<file path="src/rtl/mem_region_sequencer.sv">
// Load/dump sequencer for four BRAM regions sharing one linear word space.
// Latency: load outputs registered (+1 cycle); dump first byte at start+2+READ_LATENCY.
// Backpressure: byte_out/byte_valid_out held until byte_ready_in; GAP cycle after each accept.
module mem_region_sequencer #(
  parameter int DEPTH0       = 25250,
  parameter int DEPTH1       = 25000,
  parameter int DEPTH2       = 50,
  parameter int DEPTH3       = 2500,
  parameter int READ_LATENCY = 2,
  localparam int TOTAL       = DEPTH0 + DEPTH1 + DEPTH2 + DEPTH3,
  localparam int AW          = $clog2(TOTAL + 1)
) (
  input  logic          clk_in,
  input  logic          rst_in,
  input  logic          word_valid_in,
  input  logic [31:0]   word_in,
  input  logic          load_clear_in,
  output logic [3:0]    wr_en_out,
  output logic [AW-1:0] wr_addr_out,
  output logic [31:0]   wr_data_out,
  output logic [AW-1:0] load_count_out,
  output logic          load_done_out,
  input  logic          dump_start_in,
  input  logic          dump_abort_in,
  output logic [AW-1:0] rd_addr_out,
  output logic [1:0]    rd_region_out,
  input  logic [31:0]   rd_data0_in,
  input  logic [31:0]   rd_data1_in,
  input  logic [31:0]   rd_data2_in,
  input  logic [31:0]   rd_data3_in,
  output logic [7:0]    byte_out,
  output logic          byte_valid_out,
  input  logic          byte_ready_in,
  output logic          dump_busy_out,
  output logic          dump_done_out
);

  localparam logic [AW-1:0] C_B1    = AW'(DEPTH0);
  localparam logic [AW-1:0] C_B2    = AW'(DEPTH0 + DEPTH1);
  localparam logic [AW-1:0] C_B3    = AW'(DEPTH0 + DEPTH1 + DEPTH2);
  localparam logic [AW-1:0] C_TOTAL = AW'(TOTAL);
  localparam logic [AW-1:0] C_LAST  = AW'(TOTAL - 1);
  localparam int            LW      = $clog2(READ_LATENCY + 1);
  localparam logic [LW-1:0] C_RL    = LW'(READ_LATENCY);

  typedef enum logic [2:0] {S_IDLE, S_ADDR, S_WAIT, S_SEND, S_GAP, S_DONE} state_t;

  // Which region a linear word index falls into.
  function automatic logic [1:0] f_region(input logic [AW-1:0] p);
    logic [1:0] r;
    r = 2'd3;
    if (p < C_B3) r = 2'd2;
    if (p < C_B2) r = 2'd1;
    if (p < C_B1) r = 2'd0;
    return r;
  endfunction

  // Region-local address of a linear word index.
  function automatic logic [AW-1:0] f_local(input logic [AW-1:0] p);
    logic [AW-1:0] a;
    case (f_region(p))
      2'd0:    a = p;
      2'd1:    a = p - C_B1;
      2'd2:    a = p - C_B2;
      default: a = p - C_B3;
    endcase
    return a;
  endfunction

  logic [AW-1:0] r_ptr;
  logic [3:0]    r_wr_en;
  logic [AW-1:0] r_wr_addr;
  logic [31:0]   r_wr_data;

  state_t        r_state;
  state_t        w_next;
  logic [AW-1:0] r_g;
  logic [LW-1:0] r_lat;
  logic [1:0]    r_idx;
  logic [31:0]   r_shift;
  logic [AW-1:0] r_rd_addr;
  logic [1:0]    r_rd_region;
  logic [31:0]   w_rd_data;
  logic          w_byte_valid;
  logic          w_busy;
  logic          w_done;

  // Load path: pointer, saturating at TOTAL; clear beats a same-cycle word.
  always_ff @(posedge clk_in) begin
    if (rst_in) begin
      r_ptr     <= '0;
      r_wr_en   <= 4'd0;
      r_wr_addr <= '0;
      r_wr_data <= 32'd0;
    end else begin
      r_wr_en <= 4'd0;
      if (load_clear_in) begin
        r_ptr <= '0;
      end else if (word_valid_in && (r_ptr != C_TOTAL)) begin
        r_wr_en   <= 4'b0001 << f_region(r_ptr);
        r_wr_addr <= f_local(r_ptr);
        r_wr_data <= word_in;
        r_ptr     <= r_ptr + AW'(1);
      end
    end
  end

  // Dump FSM state register.
  always_ff @(posedge clk_in) begin
    if (rst_in) r_state <= S_IDLE;
    else        r_state <= w_next;
  end

  // Dump FSM next state and state-decoded outputs; abort overrides everything.
  always_comb begin
    w_next       = r_state;
    w_byte_valid = 1'b0;
    w_busy       = (r_state != S_IDLE);
    w_done       = 1'b0;
    case (r_state)
      S_IDLE: if (dump_start_in) w_next = S_ADDR;
      S_ADDR: w_next = S_WAIT;
      S_WAIT: if (r_lat <= LW'(1)) w_next = S_SEND;
      S_SEND: begin
        w_byte_valid = 1'b1;
        if (byte_ready_in) w_next = S_GAP;
      end
      S_GAP: begin
        if (r_idx != 2'd3)      w_next = S_SEND;
        else if (r_g != C_LAST) w_next = S_ADDR;
        else                    w_next = S_DONE;
      end
      S_DONE: begin
        w_done = 1'b1;
        w_next = S_IDLE;
      end
      default: w_next = S_IDLE;
    endcase
    if (dump_abort_in) w_next = S_IDLE;
  end

  // Read-data select for the region currently addressed.
  always_comb begin
    w_rd_data = rd_data0_in;
    case (r_rd_region)
      2'd1:    w_rd_data = rd_data1_in;
      2'd2:    w_rd_data = rd_data2_in;
      2'd3:    w_rd_data = rd_data3_in;
      default: w_rd_data = rd_data0_in;
    endcase
  end

  // Dump datapath: read index, latency count, capture and byte shifting.
  always_ff @(posedge clk_in) begin
    if (rst_in) begin
      r_g         <= '0;
      r_lat       <= '0;
      r_idx       <= 2'd0;
      r_shift     <= 32'd0;
      r_rd_addr   <= '0;
      r_rd_region <= 2'd0;
    end else begin
      case (r_state)
        S_IDLE: r_g <= '0;
        S_ADDR: begin
          r_rd_region <= f_region(r_g);
          r_rd_addr   <= f_local(r_g);
          r_lat       <= C_RL;
        end
        S_WAIT: begin
          r_lat <= r_lat - LW'(1);
          if (r_lat <= LW'(1)) begin
            r_shift <= w_rd_data;
            r_idx   <= 2'd0;
          end
        end
        S_GAP: begin
          if (r_idx != 2'd3) begin
            r_idx   <= r_idx + 2'd1;
            r_shift <= {r_shift[23:0], 8'h00};
          end else if (r_g != C_LAST) begin
            r_g <= r_g + AW'(1);
          end
        end
        default: ;
      endcase
    end
  end

  assign wr_en_out      = r_wr_en;
  assign wr_addr_out    = r_wr_addr;
  assign wr_data_out    = r_wr_data;
  assign load_count_out = r_ptr;
  assign load_done_out  = (r_ptr == C_TOTAL);
  assign rd_addr_out    = r_rd_addr;
  assign rd_region_out  = r_rd_region;
  assign byte_out       = r_shift[31:24];
  assign byte_valid_out = w_byte_valid;
  assign dump_busy_out  = w_busy;
  assign dump_done_out  = w_done;

endmodule

</file>
<file path="config.mk">
export PLATFORM = sky130hd
export DESIGN_NAME = mem_region_sequencer
export DESIGN_NICKNAME = d
export VERILOG_FILES = /design/src/rtl/mem_region_sequencer.sv
export SDC_FILE = /design/constraint.sdc
export NUM_CORES = 1
export LEC_CHECK = 0
export BUFFER_PORTS_ARGS = -buffer_cell sky130_fd_sc_hd__buf_2
export CORE_MARGIN = 2
export CORE_UTILIZATION = 45
export DETAILED_ROUTE_END_ITERATION = 12
export PLACE_DENSITY_LB_ADDON = 0.12
export SETUP_SLACK_MARGIN = 0.5
export SYNTH_ARGS = -nofsm -noshare
export SYNTH_HDL_FRONTEND = slang
export SYNTH_SLANG_ARGS = --single-unit
</file>
<file path="constraint.sdc">
create_clock -name clk_in -period 3.1 [get_ports clk_in]
set_input_delay 0.155 -clock clk_in [delete_from_list [all_inputs] [get_ports clk_in]]
set_output_delay 0.155 -clock clk_in [all_outputs]
set_load 0.02 [all_outputs]
</file>
-- Word level (Yosys, flattened, before mapping)
Cells that the tools add are included.
- output and inout port bits: 98
- logic and storage cells: 100
- register bits: 141
- input bits: 167
- add/sub/neg operators: 10
- order comparisons: 7
- equality and inequality tests: 22
- multiplexer cells: 32
- shifts and indexed selects: 1
- bitwise operators: 2
- reductions and logical operators: 15
- operator list (kind ; count):
    16-bit one-hot mux with 3 select lines ; 2
    32-bit one-hot mux with 3 select lines ; 1
    16-bit < comparator, second input constant ; 4
    32-bit 2-to-1 mux ; 2
    32-bit one-hot mux with 2 select lines ; 1
    16-bit subtractor, second input constant ; 4
    16-bit by 1-bit adder with 16-bit output, second input constant ; 2
    16-bit by 15-bit < comparator with 1-bit output, second input constant ; 2
    16-bit 2-to-1 mux ; 2
    16-bit inequality test, second input constant ; 2
    16-bit one-hot mux with 2 select lines ; 1
    16-bit by 15-bit subtractor with 16-bit output, second input constant ; 2
    2-bit 2-to-1 mux ; 11
    16-bit equality test, second input constant ; 1
    3-bit 2-to-1 mux ; 5
    3-bit one-hot mux with 5 select lines ; 1
    2-bit inequality test, second input constant ; 7
    3-bit AND reduction ; 3
    2-bit equality test, second input constant ; 4
    2-bit one-hot mux with 2 select lines ; 2
    2-bit by 1-bit equality test with 1-bit output, second input constant ; 3
    3-bit by 2-bit equality test with 1-bit output, second input constant ; 2
    3-bit equality test, second input constant ; 2
    2-bit nonzero test ; 3
    14 further kinds ; 20

-- Depth between registers and ports, before layout
Gate-level depths: netlist (run 1).
- depth in word-level cells: 9
- gate-level depth with buffers: 11
- gate-level depth less buffers: 8

-- Least setup slack after synthesis (run 1)
Ideal clock, no wire load.
- kind: reg2reg
- start: register r_ptr[3] (netlist: load_count_out[3])
- end: register r_wr_addr[12] (netlist: wr_addr_out[12])
- arrival time: 2.518 ns
- required time: 2.975 ns
- clock period less this slack: 2.643 ns
- path slack: 0.457 ns
- library setup time: 0.125 ns
- cell stages (with the launch flop): 10
- buffers on the path: 1
- cells stage by stage: dfxtp_1 -> clkbuf_1 -> inv_1 -> ha_1 -> a21bo_2 -> o211ai_1 -> a21oi_1 -> or4_1 -> a32oi_1 -> o31ai_1
- longest elaborated chain between the ends: 9
- elaborated cells between the ends (all ways): 19
- those cells by class: add/sub (3); order compare (3); eq/ne (3); mux (7); reduce/logical (3)
- ends and longest elaborated chain (element ; RTL line ; source):
    start, declared ; 70 ; logic [AW-1:0] r_ptr;
    start signal, assigned ; 103 ; r_ptr <= r_ptr + AW'(1);
    16-bit < comparator ; 52 ; if (p < C_B3) r = 2'd2;
    1-bit 2-to-1 mux ; 52 ;
    2-bit 2-to-1 mux ; 53 ; if (p < C_B2) r = 2'd1;
    2-bit 2-to-1 mux ; 54 ; if (p < C_B1) r = 2'd0;
    2-bit 2-to-1 mux ; 99 ; end else if (word_valid_in && (r_ptr != C_TOTAL)) begin
    2-bit 2-to-1 mux ; 97 ; if (load_clear_in) begin
    2-bit 2-to-1 mux ; 90 ; if (rst_in) begin
    2-bit equality test, or another cell as far along ; 61 ; case (f_region(p))
    16-bit one-hot mux with 3 select lines ; 61 ;
    end signal, assigned ; 101 ; r_wr_addr <= f_local(r_ptr);
    end, declared ; 72 ; logic [AW-1:0] r_wr_addr;
Several ways; a longest one is shown, not always the timed one. The select of a mux whose other input is x is not followed.
A chain may end at the register's enable or synchronous reset.

-- Final worst setup path (run 1)
- start: register r_ptr[2] (netlist: load_count_out[2])
- end: register r_wr_addr[4] (netlist: wr_addr_out[4])
Same word-level chain as after synthesis.

==> impl_metrics.yaml, run 1 <==
synthesis:
  syn_area_per_cell_um2: 8.15
  synthDistinctLibCells: 78
  ys_seq_area_share_pct: 33.1
  synthesis.nets: 1231
  synthCells: 1047
  syn_area_um2: 8530
  async_reset_ff_share_pct: 0
  ys_seq_elements: 141
  ys.flop_type: "dfxtp_1"
  yosys_warnings: 0
  synth-edff-count: 0
pwr:
  peakVddDrop_mv: 0.357
  sw_frac_of_total_pct: 26.1
  seq_power_share_pct: 42.0
  switchingPower_mw: 1.17
  power.leakage_nw: 4.41
  p_per_area_nw_per_um2: 409
  p_clk_share_pct: 47.7
  p_int_mw: 3.31
  p_comb_share_pct: 10.3
grt:
  grt_max_degree: 78
  antenna_found_initial: 0
  gr-total-overflow: 0
  grt_pass1_vias: 8021
  grt_pass1_wl_um: 40600
  grtUsageTotal_pct: 24.8
critical_path:
  crit_type: "reg2reg"
  rr_worst_depth: 9
  cp.required_ns: 3.36
  cp_max_fo: 10
  ff2ff_setup_slack_ns: 0.60
  r2r_start: "load_count_out[2]"
  crit_arrival_ns: 2.76
  timing.rr.end: "wr_addr_out[4]"
  critPathLaunchType: "flop"
  end_kind: "flop"
  crit_path_top_delay_cell: "a221oi_1"
  crit_chain: "inv_1 > ha_1 > a21bo_2 > o211ai_1 > buf_4 > a21o_1 > nor2_1 > a221oi_1 > a311oi_2"
  cpPeakStageDelay_ns: 0.34
floorplan:
  boundaryPins: 265
  start_util_pct: 45.8
  die_x_um: 142
  core-area_um2: 18600
  rows: 50
  die-area_um2: 20100
  die_h_um: 142
hold_path:
  hold_end: "rd_addr_out[15]"
  hold_class: "in2reg"
  hold_depth: 2
  hp-start: "rst_in"
placement:
  dp_hpwl_um: 18300
  io_buffers: 264
  dp.cells: 1479
  gp_congestion: 0.919
finish:
  final_cell_mix: "buf_2, nand2_1, dfxtp_1"
  antennaDiodeCount: 0
  stdcell_count: 1548
  fin_util_pct: 58.8
  multi_input_area_um2: 5220
  fin_nets: 1485
  final_common_cell: "buf_2"
  ff_latch_area_um2: 2830
  layout-drive-gt1-share_pct: 30.8
  area_delta_synth_final_pct: 28.5
  n_fill_cell: 1735
routing:
  antenna_left: 0
  drt-initial-drc-count: 585
  vias: 8782
  routed_via_density: 5.67
  routed_wl_um: 25900
  dr.pass1.iters: 5
  post_drt_wl_per_cell_um: 16.7
  drc: 0
sta:
  tightest_slew_ns: 0.874
  period_needed_ns: 2.50
  hold_viol: 0
  setup_tns_ns: 0
  max_freq_mhz: 400
  worst_slew_margin_rel_pct: 41.7
  fin_skew_ns: 0.00816
  fin_crit_sh_pct: 80.7
  rsz0062_at_grt: "true"
  maxSlewViolCount: 0
  setup_viol: 0
clock_tree:
  cts_buffer_depth: 2
  numCtsBuffers: 17
  tritoncts: "built"
  clk_latency_ns: 0.43
  path_clk_slew_ns: 0.06
  htree_num_levels: 4
  clock_tree.root_cell: "clkbuf_16"
  clkSinkCount: 141
status:
  status: "complete, no violations"
job:
  maxCapViolations: 0
-- per-stage QoR --
step	area, µm²	setup WS (ns)	hold WS [ns]	power (mW)
final	11000	0.600	0.0763	4.48
after global routing	11000	0.460	0.0894	4.66
after CTS	10900	0.538	0.0566	4.54
after detailed placement	9960	0.494	0.383	2.35
after global placement	9960	0.523	0.386	2.35
after floorplan	8530	0.534	0.232	2.16
-- synth_stat cells, types with 5 or more instances --
cell	n	area share [%]
xor2_1	13	1.3
or2_2	5	0.37
and3_1	8	0.59
ha_1	17	2.5
clkbuf_1	62	2.7
inv_1	22	0.97
mux2i_1	5	0.59
o21ai_0	50	2.9
o21ai_1	7	0.41
dfxtp_1	141	33
nor4_1	8	0.59
nor2_1	90	4.0
nand4_1	5	0.37
a311oi_1	25	2.6
a211oi_1	7	0.62
o21a_1	7	0.62
a31oi_1	9	0.66
buf_2	14	0.82
nand2_1	181	8.0
buf_4	14	1.2
or3_1	10	0.73
o211ai_1	8	0.70
or4_1	6	0.53
a21oi_1	88	5.2
a221oi_1	10	1.0
xnor2_1	34	3.5
nand3_1	35	2.1
a21o_1	8	0.70
nor3_1	24	1.4
o31ai_1	6	0.53
mux4_2	32	8.4
-- cells by family after synthesis --
logic type,count (synthesis),share of synthesized area [%]
AOI/OAI and AO/OA,285,22.8
xor gates and xnor gates,47,4.82
adders and majority gates,17,2.49
buffers and inverters,119,6.32
DFF,141,33.1
muxes,40,9.43
and+or+nand+nor,398,21.1
-- worst max-delay path, delay by kind of cell, from the launching register on --
family | cells | cell delay (ns)
AOI/OAI and AO/OA | 5 | 1.32
DFF | 1 | 0.32
buffers and inverters | 2 | 0.30
adders and majority gates | 1 | 0.24
and+or+nand+nor | 1 | 0.15
-- registers in the layout, indices dropped and copies added, names as in the netlist --
signal and flops:
r_lat 2, rd_region_out 2, wr_en_out 4, r_state 3
rd_addr_out 16, wr_addr_out 16, r_shift 32, wr_data_out 32
r_idx 2, load_count_out 16, r_g 16
-- final cells by class --
type	count	area share, %
timing repair buffer	332	17.6
clock buffer	17	3.88
tap	234	2.67
sequential	141	25.8
inverter	22	0.753
multi-input combinational	787	47.6
clock inverter	15	1.78
-- power groups by stage --
| stage | registers (mW) | clock network, mW | logic [mW] |
|---|---|---|---|
| 6_report | 1.88 | 2.14 | 0.462 |
| 5_1_grt | 1.88 | 2.27 | 0.506 |
| 4_1_cts | 1.88 | 2.19 | 0.464 |
| 3_5_place_dp | 1.92 | 0 | 0.430 |
| 3_3_place_gp | 1.92 | 0 | 0.426 |
| 2_1_floorplan | 1.95 | 0 | 0.213 |
-- layer usage --
layer  vias up  part of all wire (%)  global-route usage (%)
li1       4309                     -                       -
met1      4126                    44                    33.1
met2       298                    48                    41.0
met3        49                   5.2                    4.18
met4         0                   2.1                    8.32
met5         -                     0                       0
-- what timing repair did --
item,CTS,global route
gates resized for setup,1,11
endpoints found under the hold margin,34,0
endpoints found under the setup margin,1,59
setup buffers,0,4
pin swaps,0,3
hold buffers,33,0
-- worst max path at each step --
stage                                  from         endpoint  depth (start not counted)
after floorplan           load_count_out[3]  wr_addr_out[12]                          9
after global placement               r_g[3]          r_g[13]                          8
after detailed placement             r_g[3]          r_g[13]                          8
after CTS                 load_count_out[2]  wr_addr_out[12]                          8
after global routing                 r_g[2]   rd_addr_out[1]                          9
final                     load_count_out[2]   wr_addr_out[4]                          9
Note: power is estimated with default switching activity, not from simulation.
==> inputs of run 2 (changes only) <==
Settings changed: ABC_AREA set to 1.
Clock period 3.1 ns to 2.5 ns, I/O delays scaled along.
==> run 2 against run 1 <==
Compared with the run above: global-route usage increased by 2.6 points; total power up 26%; via count is 23% higher; worst setup slack got worse by 0.0089 ns; critical path type unchanged; largest cell class unchanged; highest routed layer unchanged.
==> impl_metrics.yaml, run 2 <==
routing:
  drc: 0
  vias: 10785
  dr.pass1.iters: 7
  antenna_left: 0
  routed_via_density: 5.26
  post_drt_wl_per_cell_um: 15.6
  routed_wl_um: 31900
  drt-initial-drc-count: 728
synthesis:
  synthesis.nets: 1666
  synth.most_common_cell: "nand2_1"
  synth_commonest_cells: "nand2_1, nor2_1, dfxtp_1"
  syn_area_um2: 9310
  synthCells: 1482
  synth-edff-count: 0
  ys_seq_area_share_pct: 30.3
  async_reset_ff_share_pct: 0
  ys_seq_elements: 141
  synth_area_leader_cell: "dfxtp_1"
  syn_area_per_cell_um2: 6.28
  yosysTopAreaCellShare_pct: 30.3
  ys.flop_type: "dfxtp_1"
  synthDistinctLibCells: 47
  yosys_warnings: 0
  synthTopCellsByArea: "dfxtp_1, nand2_1, nor2_1, a21oi_1, nand3_1"
critical_path:
  crit_path_top_delay_cell: "dfxtp_4"
  critPathLaunch: "load_count_out[2]"
  cpPeakStageDelay_ns: 0.41
  crit_type: "reg2reg"
  cp_max_fo: 10
  crit_chain: "ha_4 > inv_2 > nor2_4 > nand2_2 > nand2_2 > nand2_1 > nand2_4 > buf_6 > nand3_1 > nand2_1 > inv_1 > nand2_1 > a21oi_1"
  critPathLaunchType: "flop"
  rr_worst_depth: 13
  cpMostUsedCell: "nand2_1"
  end_kind: "flop"
  cp.required_ns: 2.80
  r2r_start: "load_count_out[2]"
  crit_arrival_ns: 2.21
sta:
  fin_crit_sh_pct: 76.4
  worst_slew_margin_rel_pct: 56.7
  hold_viol: 0
  setup_tns_ns: 0
  maxSlewViolCount: 0
  setup_ws_ns: 0.591
  period_needed_ns: 1.91
  setup_viol: 0
  max_freq_mhz: 524
  fin_skew_ns: 0.0120
  rsz0062_at_grt: "false"
  tightest_slew_ns: 0.648
floorplan:
  core-area_um2: 20300
  die_x_um: 148
  boundaryPins: 265
  rows: 52
  start_util_pct: 45.9
  die-area_um2: 21900
  die_h_um: 148
clock_tree:
  tritoncts: "built"
  cts_buffer_depth: 2
  clk_latency_ns: 0.44
  clkSinkCount: 141
  numCtsBuffers: 17
  path_clk_slew_ns: 0.07
  clock_tree.root_cell: "clkbuf_16"
  htree_num_levels: 4
placement:
  dp_hpwl_um: 23000
  io_buffers: 264
  gp_congestion: 0.941
  dpl_worst_slack_ns: 0.206
pwr:
  p_per_area_nw_per_um2: 462
  peakVddDrop_mv: 0.449
  power.leakage_nw: 6.12
finish:
  final_common_cell: "nand2_1"
  final_cell_mix: "nand2_1, buf_2, nor2_1"
  area_delta_synth_final_pct: 31.3
  layout-drive-gt1-share_pct: 26.7
  fin_nets: 1951
grt:
  antenna_found_initial: 1
  grtUsageTotal_pct: 27.4
  gr-total-overflow: 0
  grt_max_degree: 49
  grt_pass1_vias: 9877
  grt_pass1_wl_um: 48900
hold_path:
  hold_class: "in2reg"
  hold_depth: 3
  hp-start: "dump_abort_in"
job:
  maxCapViolations: 0
status:
  status: "complete, no violations"
## run 2: changes by cell type in the layout (fill, tap and decap cells not counted), moves of 23 or more
cell      previous run  this run
nand2_1            181       429
inv_1               22       106
nand3_1             35        98
nor2_1              87       149
o21ai_0             50        91
mux4_2              32         0
xnor2_1             34         3
a311oi_1            25         0
o21ai_1              7        30
xor2_1              13        36
## run 2: timing repair
| action | in CTS | in global routing |
|---|---|---|
| pin swaps | 2 | 11 |
| hold endpoints to repair | 33 | 0 |
| hold buffers | 33 | 0 |
| setup buffers | 5 | 20 |
| setup endpoints to repair | 73 | 108 |
| resized for setup | 26 | 76 |
| gates cloned | 1 | 2 |
## run 2: final cells by class
type                            instances  area (µm²)
Sequential cell                       141        2860
Inverter                              135         539
Antenna cell                            2        5.00
Multi-Input combinational cell       1119        5710
Timing Repair Buffer                  351        2140
Fill cell                            1967        8070
Clock inverter                         15         184
Tap cell                              270         338
Timing Repair inverter                  2        15.0
Clock buffer                           17         425
## run 2: critical path, delay by kind of cell (launching register included)
kind / cells / cell delay (ns)
compound gates: 1 / 0.05
fa+ha+maj: 1 / 0.18
buf+inv: 3 / 0.29
flops: 1 / 0.41
simple gates: 8 / 0.85
## run 2: logic make-up after synthesis
kind of cell | share of synthesized area (%)
adder cells (fa/ha/maj) | 2.28
flip-flops | 30.3
buffers and inverters | 10.6
XOR/XNOR | 3.67
AND/OR/NAND/NOR | 36.1
AO/OA/AOI/OAI | 17.0
## run 2: stage by stage
step	cell area [µm²]	utilization, %	instances	hold WS, ns	total power [mW]
finish	12200	60.2	2052	0.0119	5.65
global route	12200	60.2	2051	0.0105	5.86
CTS	11800	58.0	2028	0.000884	5.66
detailed placement	10700	52.9	1957	0.351	3.02
global placement	10700	52.9	1957	0.346	3.01
floorplan	9320	-	1482	0.260	2.75
## run 2: worst paths after layout
| path | endpoint | slack, ns |
|---|---|---|
| setup reg to reg | wr_addr_out[15] | 0.59 |
| setup / recovery | wr_addr_out[15] | 0.59 |
| hold reg to reg | rd_addr_out[11] | 0.46 |
| hold / removal | r_state[0] | 0.01 |
## run 2: power by group
group | internal, mW | total, mW | switching (mW)
Combinational | 0.310 | 0.718 | 0.409
Clock | 1.36 | 2.60 | 1.24
Sequential | 2.30 | 2.33 | 0.0336
Total | 3.97 | 5.65 | 1.68
## run 2: layer usage
layer  routed length (µm)  GRT usage [%]  vias up
li1                     -              -     5396
met1                13700           35.7     4910
met2                15200           45.8      403
met3                 2140           4.72       76
met4                  925           9.81        0
met5                    0              0        -
==> inputs of run 3 (changes only) <==
Clock period 2.5 ns to 1.8 ns, I/O delays scaled along.
==> run 3 against run 2 <==
Compared with the run above: clock-buffer cell count unchanged; critical path type unchanged; the flow now finishes with violations (negative setup slack); combinational power up 110%; via count up 20%; non-clock buffer count up 205; critical path depth up 1; clock skew up 0.012 ns.
==> impl_metrics.yaml, run 3 (synthesized netlist as in run 2, its figures left out) <==
grt:
  grt_pass1_vias: 11788
  grtUsageMet1_pct: 39.7
  grt.busiest_layer: "met2"
  grtUsageTotal_pct: 33.6
  antenna_found_initial: 1
  gr-total-overflow: 0
  met3_usage_pct: 6.23
  grtUsageMet2_pct: 59.3
  grt_pass1_wl_um: 59300
  grt_max_degree: 44
clock_tree:
  cts_buffer_depth: 2
  htree_num_levels: 4
  clock_tree.root_cell: "clkbuf_16"
  numCtsBuffers: 17
  clkSinkCount: 141
  clk_latency_ns: 0.46
  path_clk_slew_ns: 0.08
  tritoncts: "built"
critical_path:
  end_kind: "flop"
  cp_max_fo: 5
  critPathLaunchType: "flop"
  crit_path_top_delay_cell: "dfxtp_4"
  crit_arrival_ns: 2.33
  crit_chain: "inv_4 > ha_4 > nand2_4 > nand2_4 > nand2_4 > nand2_4 > nand3_4 > nand2_8 > nand3_2 > nand2_2 > nand2_1 > nand2_1 > nand2_1 > a21oi_2"
  cpPeakStageDelay_ns: 0.40
  cp.required_ns: 2.19
  cpMostUsedCell: "nand2_4"
  crit_type: "reg2reg"
floorplan:
  boundaryPins: 265
  die_x_um: 148
  start_util_pct: 45.9
  core-area_um2: 20300
  die_h_um: 148
  rows: 52
  die-area_um2: 21900
routing:
  post_drt_wl_per_cell_um: 19.5
  vias: 12902
  routed_wl_um: 44000
  drt-initial-drc-count: 1153
  drc: 0
  antenna_left: 0
  routed_via_density: 5.72
  dr.pass1.iters: 8
finish:
  area_delta_synth_final_pct: 75.8
  layout-drive-gt1-share_pct: 51.4
  final_cell_mix: "nand2_1, buf_2, buf_4"
  stdcell_count: 2255
  fin_util_pct: 80.7
  fin_nets: 2154
  n_fill_cell: 1276
  final_common_cell: "nand2_1"
sta:
  hold_viol: 0
  maxSlewViolCount: 0
  setup_viol: 22
  max_freq_mhz: 515
  worst_slew_margin_rel_pct: 61.6
  rsz0062_at_grt: "true"
  tightest_slew_ns: 0.576
  fin_skew_ns: 0.0237
  setup_ws_ns: -0.142
  period_needed_ns: 1.94
  fin_crit_sh_pct: 108
  hold_slack_ns: 0.0314
placement:
  dp.cells: 2054
  gp_congestion: 0.926
  dp_hpwl_um: 24600
  io_buffers: 264
pwr:
  peakVddDrop_mv: 0.702
  p_per_area_nw_per_um2: 517
  power.leakage_nw: 7.77
  p_total_mw: 8.47
job:
  maxCapViolations: 0
status:
  violations: "negative setup slack"
  status: "finished, violations left"
hold_path:
  hold_class: "in2reg"
## run 3: cell count changes in the layout (fill, tap and decap cells not counted), moves of 27 or more
cell / change
nand2_2: +51
buf_4: +123
a21oi_1: -54
nor2_1: -52
o21ai_2: +59
nand2_1: -76
nor2_4: +27
a21oi_2: +49
o21ai_0: -59
nand3_1: -31
buf_6: +45
## run 3: critical path: cells and delay by family (launching register included)
kind | cells | cell delay [ns]
AND/OR/NAND/NOR | 11 | 1.08
flip-flops | 1 | 0.40
adder cells (fa/ha/maj) | 1 | 0.16
AO/OA/AOI/OAI | 1 | 0.14
buffers and inverters | 1 | 0.10
## run 3: area by class of cell
| cell class | instances | area, µm² | share of cell area (%) |
|---|---|---|---|
| tap | 270 | 338 | 2.06 |
| inverter | 135 | 633 | 3.87 |
| antenna | 2 | 5.00 | 0.0306 |
| sequential | 141 | 2920 | 17.8 |
| clock buffer | 17 | 425 | 2.60 |
| timing repair buffer | 556 | 4480 | 27.4 |
| multi-input combinational | 1119 | 7380 | 45.1 |
| clock inverter | 15 | 191 | 1.17 |
## run 3: power breakdown
part / total, mW / internal (mW) / switching (mW)
logic: 1.52 / 0.702 / 0.819
clock network: 3.70 / 1.90 / 1.81
registers: 3.25 / 3.17 / 0.0799
## run 3: path summary, 6_finish.rpt
kind	from	endpoint	slack, ns	depth (start not counted)
max	load_count_out[3]	wr_addr_out[2]	-0.14	14
min reg2reg	rd_addr_out[10]	rd_addr_out[10]	0.46	2
max reg2reg	load_count_out[3]	wr_addr_out[2]	-0.14	14
min	rst_in	r_g[11]	0.03	2
## run 3: stage by stage
step           area (µm²)  setup slack (ns)  TNS [ns]
2_1_floorplan        9980             0.159         0
5_1_grt             16400            -0.158     -2.81
6_report            16400            -0.142    -0.955
3_3_place_gp        12100          -0.00804  -0.00804
3_5_place_dp        12100           -0.0371    -0.131
4_1_cts             15000            0.0813         0
## run 3: metal layers
| layer | vias up | share of wire, % | wire length [µm] |
|---|---|---|---|
| met4 | 2 | 6.2 | 2710 |
| met5 | - | 0.030 | 13 |
| met1 | 6016 | 37 | 16300 |
| met3 | 248 | 7.7 | 3370 |
| met2 | 813 | 49 | 21600 |
| li1 | 5823 | - | - |
## run 3: what timing repair did
action | in CTS | in global routing
resized for setup | 276 | 258
buffers inserted | 72 | 44
pin swaps | 101 | 81
cloned | 13 | 4
endpoints found under the hold margin | 35 | 0
hold buffers | 34 | 0
endpoints found under the setup margin | 142 | 145
